<file path="src/rtl/mem_stage_pkg.sv">
// Shared widths, load-type encodings and inter-stage bus layouts for MEM.
// Build option: MS_BYPASS_EN enables the MEM->ID forwarding outputs.
package mem_stage_pkg;

    localparam int ES_TO_MS_BUS_WD = 74;
    localparam int MS_TO_WS_BUS_WD = 70;

    localparam logic [2:0] LD_W  = 3'd0;
    localparam logic [2:0] LD_B  = 3'd1;
    localparam logic [2:0] LD_H  = 3'd2;
    localparam logic [2:0] LD_BU = 3'd4;
    localparam logic [2:0] LD_HU = 3'd5;

    typedef struct packed {
        logic [2:0]  ld_type;
        logic        mem_req;
        logic        gr_we;
        logic [4:0]  dest;
        logic [31:0] alu_result;
        logic [31:0] pc;
    } es_to_ms_t;

    typedef struct packed {
        logic        gr_we;
        logic [4:0]  dest;
        logic [31:0] final_result;
        logic [31:0] pc;
    } ms_to_ws_t;

    function automatic logic [31:0] ext8(input logic [7:0] b, input logic s);
        return {{24{s & b[7]}}, b};
    endfunction

    function automatic logic [31:0] ext16(input logic [15:0] h, input logic s);
        return {{16{s & h[15]}}, h};
    endfunction

endpackage

</file>
<file path="src/rtl/mem_load_align.sv">
// Combinational load extraction: picks byte/half at the address offset
// and sign/zero extends it; unknown load types pass the word through.
module mem_load_align
    import mem_stage_pkg::*;
(
    input  logic [2:0]  i_ld_type,
    input  logic [1:0]  i_offset,
    input  logic [31:0] i_data,
    output logic [31:0] o_result
);

    logic [7:0]  w_byte;
    logic [15:0] w_half;

    // select the addressed byte and halfword
    always_comb begin
        w_byte = i_data[7:0];
        unique case (i_offset)
            2'd0: w_byte = i_data[7:0];
            2'd1: w_byte = i_data[15:8];
            2'd2: w_byte = i_data[23:16];
            2'd3: w_byte = i_data[31:24];
        endcase
        w_half = i_offset[1] ? i_data[31:16] : i_data[15:0];
    end

    // extend according to the load type
    always_comb begin
        o_result = i_data;
        case (i_ld_type)
            LD_B:    o_result = ext8(w_byte, 1'b1);
            LD_BU:   o_result = ext8(w_byte, 1'b0);
            LD_H:    o_result = ext16(w_half, 1'b1);
            LD_HU:   o_result = ext16(w_half, 1'b0);
            default: o_result = i_data;
        endcase
    end

endmodule

</file>
<file path="src/rtl/mem_stage.sv">
// MEM pipeline stage: holds one instruction, waits for load data,
// buffers an early response while WB stalls. Option: MS_BYPASS_EN.
module mem_stage
    import mem_stage_pkg::*;
(
    input  logic                       clk,
    input  logic                       reset,
    input  logic                       es_to_ms_valid,
    input  logic [ES_TO_MS_BUS_WD-1:0] es_to_ms_bus,
    output logic                       ms_allowin,
    output logic                       ms_to_ws_valid,
    output logic [MS_TO_WS_BUS_WD-1:0] ms_to_ws_bus,
    input  logic                       ws_allowin,
    input  logic                       data_sram_data_ok,
    input  logic [31:0]                data_sram_rdata,
    output logic [4:0]                 ms_to_ds_dest,
    output logic [31:0]                ms_to_ds_result,
    output logic                       ms_to_ds_load_pending
);

    es_to_ms_t   r_bus;
    logic        r_valid;
    logic        r_rdata_vld;
    logic [31:0] r_rdata;

    logic        w_ready_go;
    logic        w_leave;
    logic        w_latch;
    logic [31:0] w_load_data;
    logic [31:0] w_load_ext;
    logic [31:0] w_final;
    ms_to_ws_t   w_ws_bus;

    // handshake: a load is ready once data arrives now or was buffered
    always_comb begin
        w_ready_go     = !r_bus.mem_req || data_sram_data_ok || r_rdata_vld;
        ms_allowin     = !r_valid || (w_ready_go && ws_allowin);
        ms_to_ws_valid = r_valid && w_ready_go;
        w_leave        = ms_to_ws_valid && ws_allowin;
        w_latch        = r_valid && r_bus.mem_req && !r_rdata_vld
                         && data_sram_data_ok && !w_leave;
    end

    // valid bit and instruction bus register
    always_ff @(posedge clk or negedge reset) begin
        if (!reset) begin
            r_valid <= 1'b0;
            r_bus   <= '0;
        end else if (ms_allowin) begin
            r_valid <= es_to_ms_valid;
            if (es_to_ms_valid) begin
                r_bus <= es_to_ms_t'(es_to_ms_bus);
            end
        end
    end

    // hold a load response that arrives while WB is stalled
    always_ff @(posedge clk or negedge reset) begin
        if (!reset) begin
            r_rdata_vld <= 1'b0;
            r_rdata     <= '0;
        end else if (w_leave) begin
            r_rdata_vld <= 1'b0;
        end else if (w_latch) begin
            r_rdata_vld <= 1'b1;
            r_rdata     <= data_sram_rdata;
        end
    end

    // select load word source
    always_comb begin
        w_load_data = r_rdata_vld ? r_rdata : data_sram_rdata;
    end

    mem_load_align u_align (
        .i_ld_type (r_bus.ld_type),
        .i_offset  (r_bus.alu_result[1:0]),
        .i_data    (w_load_data),
        .o_result  (w_load_ext)
    );

    // result mux and WB bus packing
    always_comb begin
        w_final               = r_bus.mem_req ? w_load_ext : r_bus.alu_result;
        w_ws_bus.gr_we        = r_bus.gr_we;
        w_ws_bus.dest         = r_bus.dest;
        w_ws_bus.final_result = w_final;
        w_ws_bus.pc           = r_bus.pc;
        ms_to_ws_bus          = w_ws_bus;
        ms_to_ds_load_pending = r_valid && r_bus.mem_req && !w_ready_go;
    end

`ifdef MS_BYPASS_EN
    // forward destination and result to ID
    always_comb begin
        ms_to_ds_dest   = (r_valid && r_bus.gr_we) ? r_bus.dest : 5'd0;
        ms_to_ds_result = w_final;
    end
`else
    // no forwarding path; ID relies on interlock only
    always_comb begin
        ms_to_ds_dest   = 5'd0;
        ms_to_ds_result = 32'd0;
    end
`endif

endmodule

</file>
<file path="config.mk">
export PLATFORM = sky130hd
export DESIGN_NAME = mem_stage
export DESIGN_NICKNAME = d
export VERILOG_FILES = /design/src/rtl/mem_stage_pkg.sv /design/src/rtl/mem_load_align.sv /design/src/rtl/mem_stage.sv
export SDC_FILE = /design/constraint.sdc
export NUM_CORES = 1
export LEC_CHECK = 0
export BUFFER_PORTS_ARGS = -buffer_cell sky130_fd_sc_hd__buf_4
export CELL_PAD_IN_SITES_DETAIL_PLACEMENT = 1
export CELL_PAD_IN_SITES_GLOBAL_PLACEMENT = 1
export CORE_ASPECT_RATIO = 1.75
export CORE_MARGIN = 8
export CORE_UTILIZATION = 41
export DETAILED_ROUTE_END_ITERATION = 10
export PLACE_DENSITY_LB_ADDON = 0.15
export SETUP_SLACK_MARGIN = 0.02
export SLEW_MARGIN = 40
export SYNTH_ARGS = -nofsm -noshare
export SYNTH_HDL_FRONTEND = slang
export SYNTH_SLANG_ARGS = --single-unit
</file>
<file path="constraint.sdc">
create_clock -name clk -period 5.2 [get_ports clk]
set_input_delay 0.52 -clock clk [delete_from_list [all_inputs] [get_ports clk]]
set_output_delay 0.52 -clock clk [all_outputs]
set_load 0.02 [all_outputs]
</file>
==> flow_metrics.env <==
export IMPL_critical_path_class="reg -> out"
export IMPL_relSlewSlack=0.477
export IMPL_finalNetCount=762
export IMPL_antenna_found_initial=0
export IMPL_drt_wl_total_mm=18.1
export IMPL_p_comb_frac=0.439
export IMPL_slowest_stage="dfrtp_4"
export IMPL_fin_crit_ns=3.47
export IMPL_overflow=0
export IMPL_die_height_um=176
export IMPL_cts_setup_buffers=0
export IMPL_tns_ns=0
export IMPL_p_seq_frac=0.360
export IMPL_num_vias=4433
export IMPL_status="finished, final reports clean"
export IMPL_yosysUniqueCellTypes=34
export IMPL_preCtsSetupSlack_ns=2.10
export IMPL_cts_max_level=3
export IMPL_crit_required_ns=4.68
export IMPL_n_antenna_cell=0
export IMPL_fin_crit_sh=0.668
export IMPL_finalMaxSlewViolations=0
export IMPL_drc=0
export IMPL_start_util=0.417
export IMPL_switchingPower_w=0.00135
export IMPL_r2r_cells=4
export IMPL_crit_path_max_fanout=37
export IMPL_synthCells=524
export IMPL_ys_warn_count=0
export IMPL_synth_area_mm2=0.00599
export IMPL_cts_resized=0
export IMPL_worst_slack_ns=1.73
export IMPL_clockRootBuffer="clkbuf_16"
export IMPL_yosysSeqAreaShare=0.451
export IMPL_viasPerCell=5.30
export IMPL_worst_pin_slew_ns=0.776
export IMPL_syn_to_final_growth_pct=23.3
export IMPL_p_leak_nw=3.33
export IMPL_hold_viol_final=0
export IMPL_dp_hpwl_mm=13.9
export IMPL_final_util=0.514
export IMPL_ios=221
export IMPL_avgSynthCellArea_um2=11.4
export IMPL_layout_common_cells="buf_4, mux2_2, dfrtp_1"
export IMPL_rsz0062_at_grt="no"
export IMPL_cp_start_kind="flip-flop"
export IMPL_skew_ns=0.00803
export IMPL_cp_arrival_ns=2.95
export IMPL_first_pass_iters=4
export IMPL_n_fill_cell=1574
export IMPL_core_area_mm2=0.0144
export IMPL_die_w_um=107
export IMPL_vdd_drop_max_mv=0.204
export IMPL_rr_startpoint="r_rdata_vld"
export IMPL_path_clk_slew_ns=0.08
export IMPL_power_density_mw_per_mm2=475
export IMPL_cts_buffer_depth=2
export IMPL_path_cells="mux2_1 -> mux4_2 -> a211o_4 -> o22a_1 -> buf_4"
export IMPL_cts_tree="done"
export IMPL_p_int_w=0.00215
export IMPL_cts_sinks=108
export IMPL_drt_first_iter_violations=111
export IMPL_clk_latency_ns=0.35
export IMPL_endpoint_kind="primary output"
export IMPL_r2r_slack_ns=2.47
export IMPL_grt_pass1_wl_mm=28.6
export IMPL_swShare=0.386
export IMPL_die_area_mm2=0.0189
export IMPL_ys_seq_elements=108
export IMPL_drive_above_1_share=0.512
export IMPL_first_global_vias=5110
export IMPL_core_rowCount=58
export IMPL_final_common_cell="buf_4"
export IMPL_routedWlPerCell_um=21.7
export IMPL_grt_max_degree=75
export IMPL_worstHoldPathType="in -> async"
export IMPL_grt_total_usage=0.194
export IMPL_portBuffers=183
export IMPL_ant_nets=0
export IMPL_gp_congestion=0.805
export IMPL_setup_violations=0
export IMPL_cts_made_buffers=9
export IMPL_r2r_end="r_bus[43]"
export IMPL_fmax_ghz=0.288
export IMPL_critPathMaxStageDelay_ns=0.82
export IMPL_cts_hold_buffers=0
export IMPL_power_frac_clock=0.200
export IMPL_drv_cap=0
cell families after synthesis:
| family | share of synthesized area |
|---|---|
| mux | 0.265 |
| other cells | 0.000626 |
| simple gates | 0.0543 |
| compound gates | 0.104 |
| xor+xnor | 0.00292 |
| buf+inv | 0.121 |
| flops | 0.451 |
Yosys cell counts, drive strengths merged:
cell type / count / share of area
nand3b: 1 / 0.0013
mux2: 117 / 0.22
clkinv: 1 / 0.00063
a21o: 1 / 0.0013
mux4: 2 / 0.0075
dfrtp: 108 / 0.45
and2: 1 / 0.0010
nand2b: 1 / 0.0010
or2: 9 / 0.0094
clkbuf: 21 / 0.013
nor3b: 2 / 0.0025
nor2: 32 / 0.020
o22a: 16 / 0.023
mux2i: 22 / 0.037
a211o: 1 / 0.0029
o211ai: 8 / 0.010
a31oi: 16 / 0.017
nand2: 22 / 0.014
inv: 2 / 0.0013
nor2b: 4 / 0.0042
o21ai: 8 / 0.0067
buf: 87 / 0.11
o221ai: 7 / 0.010
xnor2: 2 / 0.0029
a21oi: 7 / 0.0058
o31ai: 9 / 0.011
conb: 1 / 0.00063
o22ai: 14 / 0.015
a22o: 1 / 0.0015
and3: 1 / 0.0010
cell type report:
cell class	count	area, um2	area share
clock buffers	10	239	0.0324
clock inverters	6	62.6	0.00847
inverters	3	11.3	0.00152
multi-input cells	341	2730	0.369
flip-flops and latches	108	2710	0.366
well taps	180	225	0.0305
repair buffers	188	1420	0.192
worst max-delay path, delay by kind of cell (launching register included):
family / cells / cell delay, ns
AOI/OAI and AO/OA: 2 / 0.69
DFF: 1 / 0.82
buffers and inverters: 1 / 0.16
muxes: 2 / 0.91
power groups by stage:
stage / Sequential, W / Combinational, W / Clock, W
3_3_place_gp: 0.00126 / 0.00152 / 0
4_1_cts: 0.00126 / 0.00157 / 0.000726
3_5_place_dp: 0.00128 / 0.00156 / 0
6_report: 0.00126 / 0.00154 / 0.000703
5_1_grt: 0.00130 / 0.00166 / 0.000749
2_1_floorplan: 0.00120 / 0.00112 / 0
metrics by stage:
step / cell area [um2] / power, W / cells / hold slack [ns]
floorplan: 6130 / 0.00232 / 560 / 0.224
global placement: 7070 / 0.00278 / 820 / 0.484
detailed placement: 7080 / 0.00284 / 820 / 0.487
CTS: 7390 / 0.00355 / 836 / 0.192
global route: 7390 / 0.00371 / 836 / 0.217
finish: 7390 / 0.00351 / 836 / 0.154
how the worst max path moves through the flow:
stage | startpoint | end | slack (ns) | cells after the start
3_3_place_gp | r_rdata_vld | ms_to_ws_bus[61] | 1.93 | 5
6_report | r_rdata_vld | ms_to_ws_bus[59] | 1.73 | 5
3_5_place_dp | r_rdata_vld | ms_to_ws_bus[59] | 2.10 | 5
2_1_floorplan | data_sram_rdata[31] | ms_to_ws_bus[53] | 2.63 | 5
5_1_grt | r_rdata_vld | ms_to_ws_bus[54] | 1.65 | 5
4_1_cts | r_rdata_vld | ms_to_ws_bus[59] | 1.70 | 5
sequential cells by signal, summed over array words and instances, names as in the netlist:
register / flops
r_bus: 36
ms_to_ws_bus: 38
r_valid: 1
r_rdata: 32
r_rdata_vld: 1
metal layers:
layer	share of wire	track usage	routed length, um
met1	0.35	0.198	6330
met2	0.54	0.350	9750
met3	0.086	0.0635	1550
met4	0.027	0.0780	483
met5	0	0	0
Note: power is estimated with default switching activity, not from simulation.
